**config.mk**
```make
export PLATFORM = sky130hd
export DESIGN_NAME = sme_ks_arbiter
export DESIGN_NICKNAME = d
export VERILOG_FILES = /design/src/rtl/sme_ks_arbiter.sv
export SDC_FILE = /design/constraint.sdc
export NUM_CORES = 1
export LEC_CHECK = 0
export CAP_MARGIN = 20
export CORE_AREA = 2 2 304 306
export DETAILED_ROUTE_END_ITERATION = 10
export DIE_AREA = 0 0 306 308
export GPL_TIMING_DRIVEN = 0
export PLACE_DENSITY = 0.44
export REMOVE_ABC_BUFFERS = 1
export SETUP_SLACK_MARGIN = 0.2
export SYNTH_ARGS = -nofsm -noshare
export SYNTH_HDL_FRONTEND = slang
export SYNTH_SLANG_ARGS = --single-unit
```
**constraint.sdc**
```tcl
create_clock -name g_clk -period 4.6 [get_ports g_clk]
set_clock_uncertainty 0.05 [all_clocks]
set_input_delay 0.92 -clock g_clk [delete_from_list [all_inputs] [get_ports g_clk]]
set_output_delay 0.92 -clock g_clk [all_outputs]
set_load 0.01 [all_outputs]
```
**src/rtl/sme_ks_arbiter.sv**
```systemverilog
`timescale 1ns/1ps
// Two-port round-robin arbiter that time-shares one masked Kogge-Stone add/sub unit.
// Optional SME_KS_ARB_SCRUB_EN: zero the operand and result share registers once they are consumed.
module sme_ks_arbiter #(
  parameter int D = 3,
  parameter int N = 32
) (
  input  logic           g_clk,
  input  logic           g_resetn,
  // port A
  input  logic           a_req_valid,
  output logic           a_req_ready,
  input  logic           a_sub,
  input  logic [D*N-1:0] a_mxor,
  input  logic [D*N-1:0] a_mand,
  output logic           a_rsp_valid,
  input  logic           a_rsp_ready,
  // port B
  input  logic           b_req_valid,
  output logic           b_req_ready,
  input  logic           b_sub,
  input  logic [D*N-1:0] b_mxor,
  input  logic [D*N-1:0] b_mand,
  output logic           b_rsp_valid,
  input  logic           b_rsp_ready,
  // shared response data
  output logic [D*N-1:0] rsp_rd,
  // adder interface
  output logic           ks_en,
  output logic           ks_sub,
  output logic [D*N-1:0] ks_mxor,
  output logic [D*N-1:0] ks_mand,
  input  logic [D*N-1:0] ks_rd,
  input  logic           ks_rdy,
  output logic           busy
);

  localparam int DN = D * N;

  localparam logic [1:0] S_IDLE = 2'd0;
  localparam logic [1:0] S_RUN  = 2'd1;
  localparam logic [1:0] S_RESP = 2'd2;

  localparam logic GNT_A = 1'b0;
  localparam logic GNT_B = 1'b1;

  logic [1:0]    r_state;
  logic          r_gnt;
  logic          r_rr_last;
  logic          r_ks_sub;
  logic [DN-1:0] r_ks_mxor;
  logic [DN-1:0] r_ks_mand;
  logic [DN-1:0] r_rsp_rd;

  logic w_idle;
  logic w_run;
  logic w_resp;
  logic w_pick_b;
  logic w_a_ready;
  logic w_b_ready;
  logic w_grant;
  logic w_rsp_ready;
  logic w_rsp_hs;
  logic w_done;

  assign w_idle = (r_state == S_IDLE);
  assign w_run  = (r_state == S_RUN);
  assign w_resp = (r_state == S_RESP);

  // B wins when it is the only requester, or on a tie when A took the last grant.
  assign w_pick_b = b_req_valid & (~a_req_valid | (r_rr_last == GNT_A));

  // NOTE: ready is qualified by g_resetn so every output reads 0 while reset is held,
  // even if a requester keeps valid asserted through reset.
  assign w_a_ready = g_resetn & w_idle & a_req_valid & ~w_pick_b;
  assign w_b_ready = g_resetn & w_idle & w_pick_b;
  assign w_grant   = w_a_ready | w_b_ready;

  assign w_rsp_ready = (r_gnt == GNT_B) ? b_rsp_ready : a_rsp_ready;
  assign w_rsp_hs    = w_resp & w_rsp_ready;
  assign w_done      = w_run & ks_rdy;

  // Sequencer: IDLE -> RUN on grant, RUN -> RESP on adder done, RESP -> IDLE on response handshake.
  // NOTE: all state below uses non-blocking assignments so every register samples pre-edge values.
  always_ff @(posedge g_clk or negedge g_resetn) begin
    if (!g_resetn) begin
      r_state   <= S_IDLE;
      r_gnt     <= GNT_A;
      r_rr_last <= GNT_B;
    end else begin
      case (r_state)
        S_IDLE: begin
          if (w_grant) begin
            r_state   <= S_RUN;
            r_gnt     <= w_b_ready;
            r_rr_last <= w_b_ready;
          end
        end
        S_RUN: begin
          if (ks_rdy) r_state <= S_RESP;
        end
        S_RESP: begin
          if (w_rsp_ready) r_state <= S_IDLE;
        end
        default: r_state <= S_IDLE;
      endcase
    end
  end

  // Operand shares are loaded only at grant, so shares of two requesters never meet in the adder.
  always_ff @(posedge g_clk or negedge g_resetn) begin
    if (!g_resetn) begin
      r_ks_sub  <= 1'b0;
      r_ks_mxor <= '0;
      r_ks_mand <= '0;
    end else if (w_grant) begin
      r_ks_sub  <= w_b_ready ? b_sub  : a_sub;
      r_ks_mxor <= w_b_ready ? b_mxor : a_mxor;
      r_ks_mand <= w_b_ready ? b_mand : a_mand;
`ifdef SME_KS_ARB_SCRUB_EN
    end else if (w_done) begin
      r_ks_mxor <= '0;
      r_ks_mand <= '0;
`endif
    end
  end

  // Result shares: captured on adder done, held through the response handshake.
  always_ff @(posedge g_clk or negedge g_resetn) begin
    if (!g_resetn) begin
      r_rsp_rd <= '0;
    end else if (w_done) begin
      r_rsp_rd <= ks_rd;
`ifdef SME_KS_ARB_SCRUB_EN
    end else if (w_rsp_hs) begin
      r_rsp_rd <= '0;
`endif
    end
  end

  assign a_req_ready = w_a_ready;
  assign b_req_ready = w_b_ready;
  assign a_rsp_valid = w_resp & (r_gnt == GNT_A);
  assign b_rsp_valid = w_resp & (r_gnt == GNT_B);
  assign rsp_rd      = r_rsp_rd;
  assign ks_en       = w_run;
  assign ks_sub      = r_ks_sub;
  assign ks_mxor     = r_ks_mxor;
  assign ks_mand     = r_ks_mand;
  assign busy        = ~w_idle;

`ifndef SME_KS_ARB_SCRUB_EN
  // Without scrubbing the handshake flag has no consumer; keep it referenced for lint.
  logic w_unused;
  assign w_unused = w_rsp_hs;
`endif

endmodule

```
==> results of run 1 <==
==> cells by family after synthesis <==
group / count (synthesis) / share of synthesized area, %
compound gates: 585 / 23.8
simple gates: 208 / 9.29
flops: 293 / 52.7
mux: 96 / 7.77
buf+inv: 185 / 6.47
==> how the worst min path moves through the flow <==
stage	from	end	slack [ns]	depth (start not counted)
6_report	g_resetn	rsp_rd[69]	0.20	1
3_5_place_dp	rsp_rd[14]	rsp_rd[14]	0.44	1
2_1_floorplan	r_gnt	r_gnt	0.43	1
4_1_cts	g_resetn	rsp_rd[43]	0.25	1
5_1_grt	g_resetn	rsp_rd[69]	0.17	1
3_3_place_gp	rsp_rd[0]	rsp_rd[0]	0.44	1
==> routing by layer <==
| metal | track usage, % | share of wire, % | vias up |
|---|---|---|---|
| met3 | 4.86 | 9.1 | 121 |
| met4 | 6.12 | 4.2 | 10 |
| li1 | - | - | 6679 |
| met1 | 16.1 | 38 | 7300 |
| met2 | 23.7 | 48 | 723 |
| met5 | 0 | 0.088 | - |
==> report_power, final <==
part	leakage [nW]	internal, mW	switching (mW)
Sequential	3.30	3.87	0.743
Combinational	4.95	3.96	3.76
Clock	0.694	2.02	1.25
==> timing repair <==
action | CTS | global route
gates resized for setup | 3 | 0
gates cloned | 3 | 1
pin swaps | 0 | 0
hold endpoints to repair | 0 | 0
setup buffers | 0 | 5
setup endpoints to repair | 195 | 165
==> synthesized netlist by cell type, drive strengths merged <==
master,n,area share [%]
nor2,3,0.081
nand2,3,0.081
a21o,2,0.11
buf,49,2.8
a31oi,193,9.6
and2,1,0.045
o21ai,195,7.0
dfrtp,292,53
dfstp,1,0.19
inv,2,0.054
mux2,96,7.8
a21oi,193,6.9
and3b,1,0.063
nand2b,3,0.13
nor3b,1,0.054
clkbuf,134,3.6
or3b,1,0.063
o311ai,1,0.063
a21bo,1,0.072
or2,2,0.090
nand4,193,8.7
==> state kept, by name (all words and copies together), names as in the netlist <==
name       flops
r_state        2
ks_mand       96
ks_mxor       96
r_gnt          1
rsp_rd        96
r_rr_last      1
ks_sub         1
==> through the flow <==
step | instance area (um^2) | hold WS, ns | setup WS, ns | TNS [ns]
floorplan | 13000 | 0.433 | -21.14 | -4125.88
global placement | 22300 | 0.435 | -38.98 | -
detailed placement | 23100 | 0.443 | -1.18 | -198.77
CTS | 24600 | 0.253 | 0.243 | 0
global route | 24600 | 0.170 | 0.314 | 0
finish | 24600 | 0.197 | 0.508 | 0
==> worst max-delay path: stages <==
cell and delay, ns:
buf_16 0.26, buf_16 0.27, or3b_4 0.71, nor2_1 0.28, clkdlybuf4s50_1 0.64
==> final cells by class <==
cell class / instances / area (um^2) / area share, %
diodes: 6 / 15.0 / 0.0610
flip-flops and latches: 293 / 7330 / 29.8
inverters: 2 / 7.51 / 0.0305
well taps: 1186 / 1480 / 6.02
clock inverters: 12 / 150 / 0.610
multi-input cells: 891 / 5740 / 23.3
repair buffers: 832 / 8670 / 35.2
clock buffers: 60 / 1240 / 5.02
==> placed cells by master (no fill, tap or decap), types with 5 or more instances in the layout <==
cell type	synthesis	routed
buf_4	7	5
diode_2	0	6
a31oi_1	173	173
clkbuf_8	0	16
dfrtp_1	292	292
a31oi_2	20	20
clkbuf_16	0	41
a21oi_1	193	193
o21ai_0	195	195
buf_16	0	15
buf_6	21	25
clkinv_2	0	7
mux2_2	96	96
nand4_1	193	193
clkdlybuf4s50_1	0	781
==> impl_metrics.toml, run 1 <==
[status]
run_status = "complete, no violations"

[setup_path]
critPathArrivalTime_ns = 3.12
crit-reg2reg-capture = "ks_mand[42]"
worst-endpoint-required_ns = 3.63
capturing_element_type_of_the_critical_path = "output pin"
ff2ff_path_depth = 13
worst_setup_path_category = "in2out"
reg2reg_from = "r_state[0]"
cp_max_fo = 51
critPathLaunchType = "primary input"
worst_setup_path_endpoint = "b_req_ready"
timing.critical_path.from = "g_resetn"
worst-r2r-setup-slack_ns = 1.05

[die]
dieHeight_um = 308
initial_core_util_pct = 15.3
num_io_pins = 784
core_area_mm2 = 0.0910
die_w_um = 306
floorplan_die_area_mm2 = 0.0942
fp-row-count = 111

[clocking]
cts_root_buffer = "clkbuf_16"
cts.htree.levels = 2
path_clk_slew_ns = 0.06
number_of_clock_buffers_inserted_by_tritoncts = 40
cts_sinks = 293
clock_tree.buffer_depth = 3
cts_hold_buffers = 0
cts_tree = "built"
clk-insertion-delay-late_ns = 0.55

[routing]
detail_route.wl_per_cell_um = 21.4
routed_vias = 14833
finalWirelength_um = 70200
drt_first_iter_violations = 1028
viasPerCell = 4.52
drtPass1Iterations = 5
drc_errors = 0
ant_nets = 0

[final_layout]
synthToLayoutAreaGrowth_pct = 77.0
fin_nets = 2549
finalNonFillerCells = 3282
final.fill_count = 9584
layout-drive-gt1-share_pct = 11.8
share_of_the_core_filled_with_cells_pct = 27.1

[yosys]
synth-seq-cells = 293
number_of_distinct_library_cells_after_synthesis = 26
synth_warnings = 0
netlist_instances = 1367
syn-cell-area_mm2 = 0.0139
synth.yosys.seq_area_share_pct = 52.7
post_synth.cell_area_avg_um2 = 10.2

[run]
maxCapViolations = 0

[global_route]
number_of_global_route_vias_before_repair = 15171
grt_antenna_before_repair = 11
total_overflow_reported_by_the_global_router = 0
grt_max_degree = 104
grt.total_usage_pct = 14.0
grt_first_pass_wirelength_um = 102000

[place]
gpl.final_weighted_congestion = 0.763
detailed_place_hpwl_um = 49300
number_of_i_o_port_buffers = 783
numPlacedInstances = 3195

[pwr]
power_density_relative_to_cell_area_mw_per_mm2 = 634
vdd_ir_drop_max_v = 0.000232
power_mw = 15.6
p_leak_nw = 8.94

[sta]
grt_setup_unrepaired = "false"
finalCritPeriodShare_pct = 88.9
report.final.hold_viol_count = 0
maxClockFrequency_ghz = 0.244
maxSlewViolCount = 0
layout_min_cycle_time_ns = 4.09
tightestPinTransition_ns = 0.912
setup_viol = 0
max_slew_margin_pct = 39.2

[worst_hold_path]
type_of_the_most_critical_hold_path = "in2async"
Note: power is estimated with default switching activity, not from simulation.
==> run 2: changes to the inputs <==
--- a/config.mk
+++ b/config.mk
@@ -7,6 +7,7 @@
 export LEC_CHECK = 0
 export CAP_MARGIN = 20
 export CORE_AREA = 2 2 304 306
+export CTS_CLUSTER_DIAMETER = 150
 export DETAILED_ROUTE_END_ITERATION = 10
 export DIE_AREA = 0 0 306 308
 export GPL_TIMING_DRIVEN = 0
==> results of run 2 <==
Same layout as run 1: the final DEF is identical, and so are final timing and power.
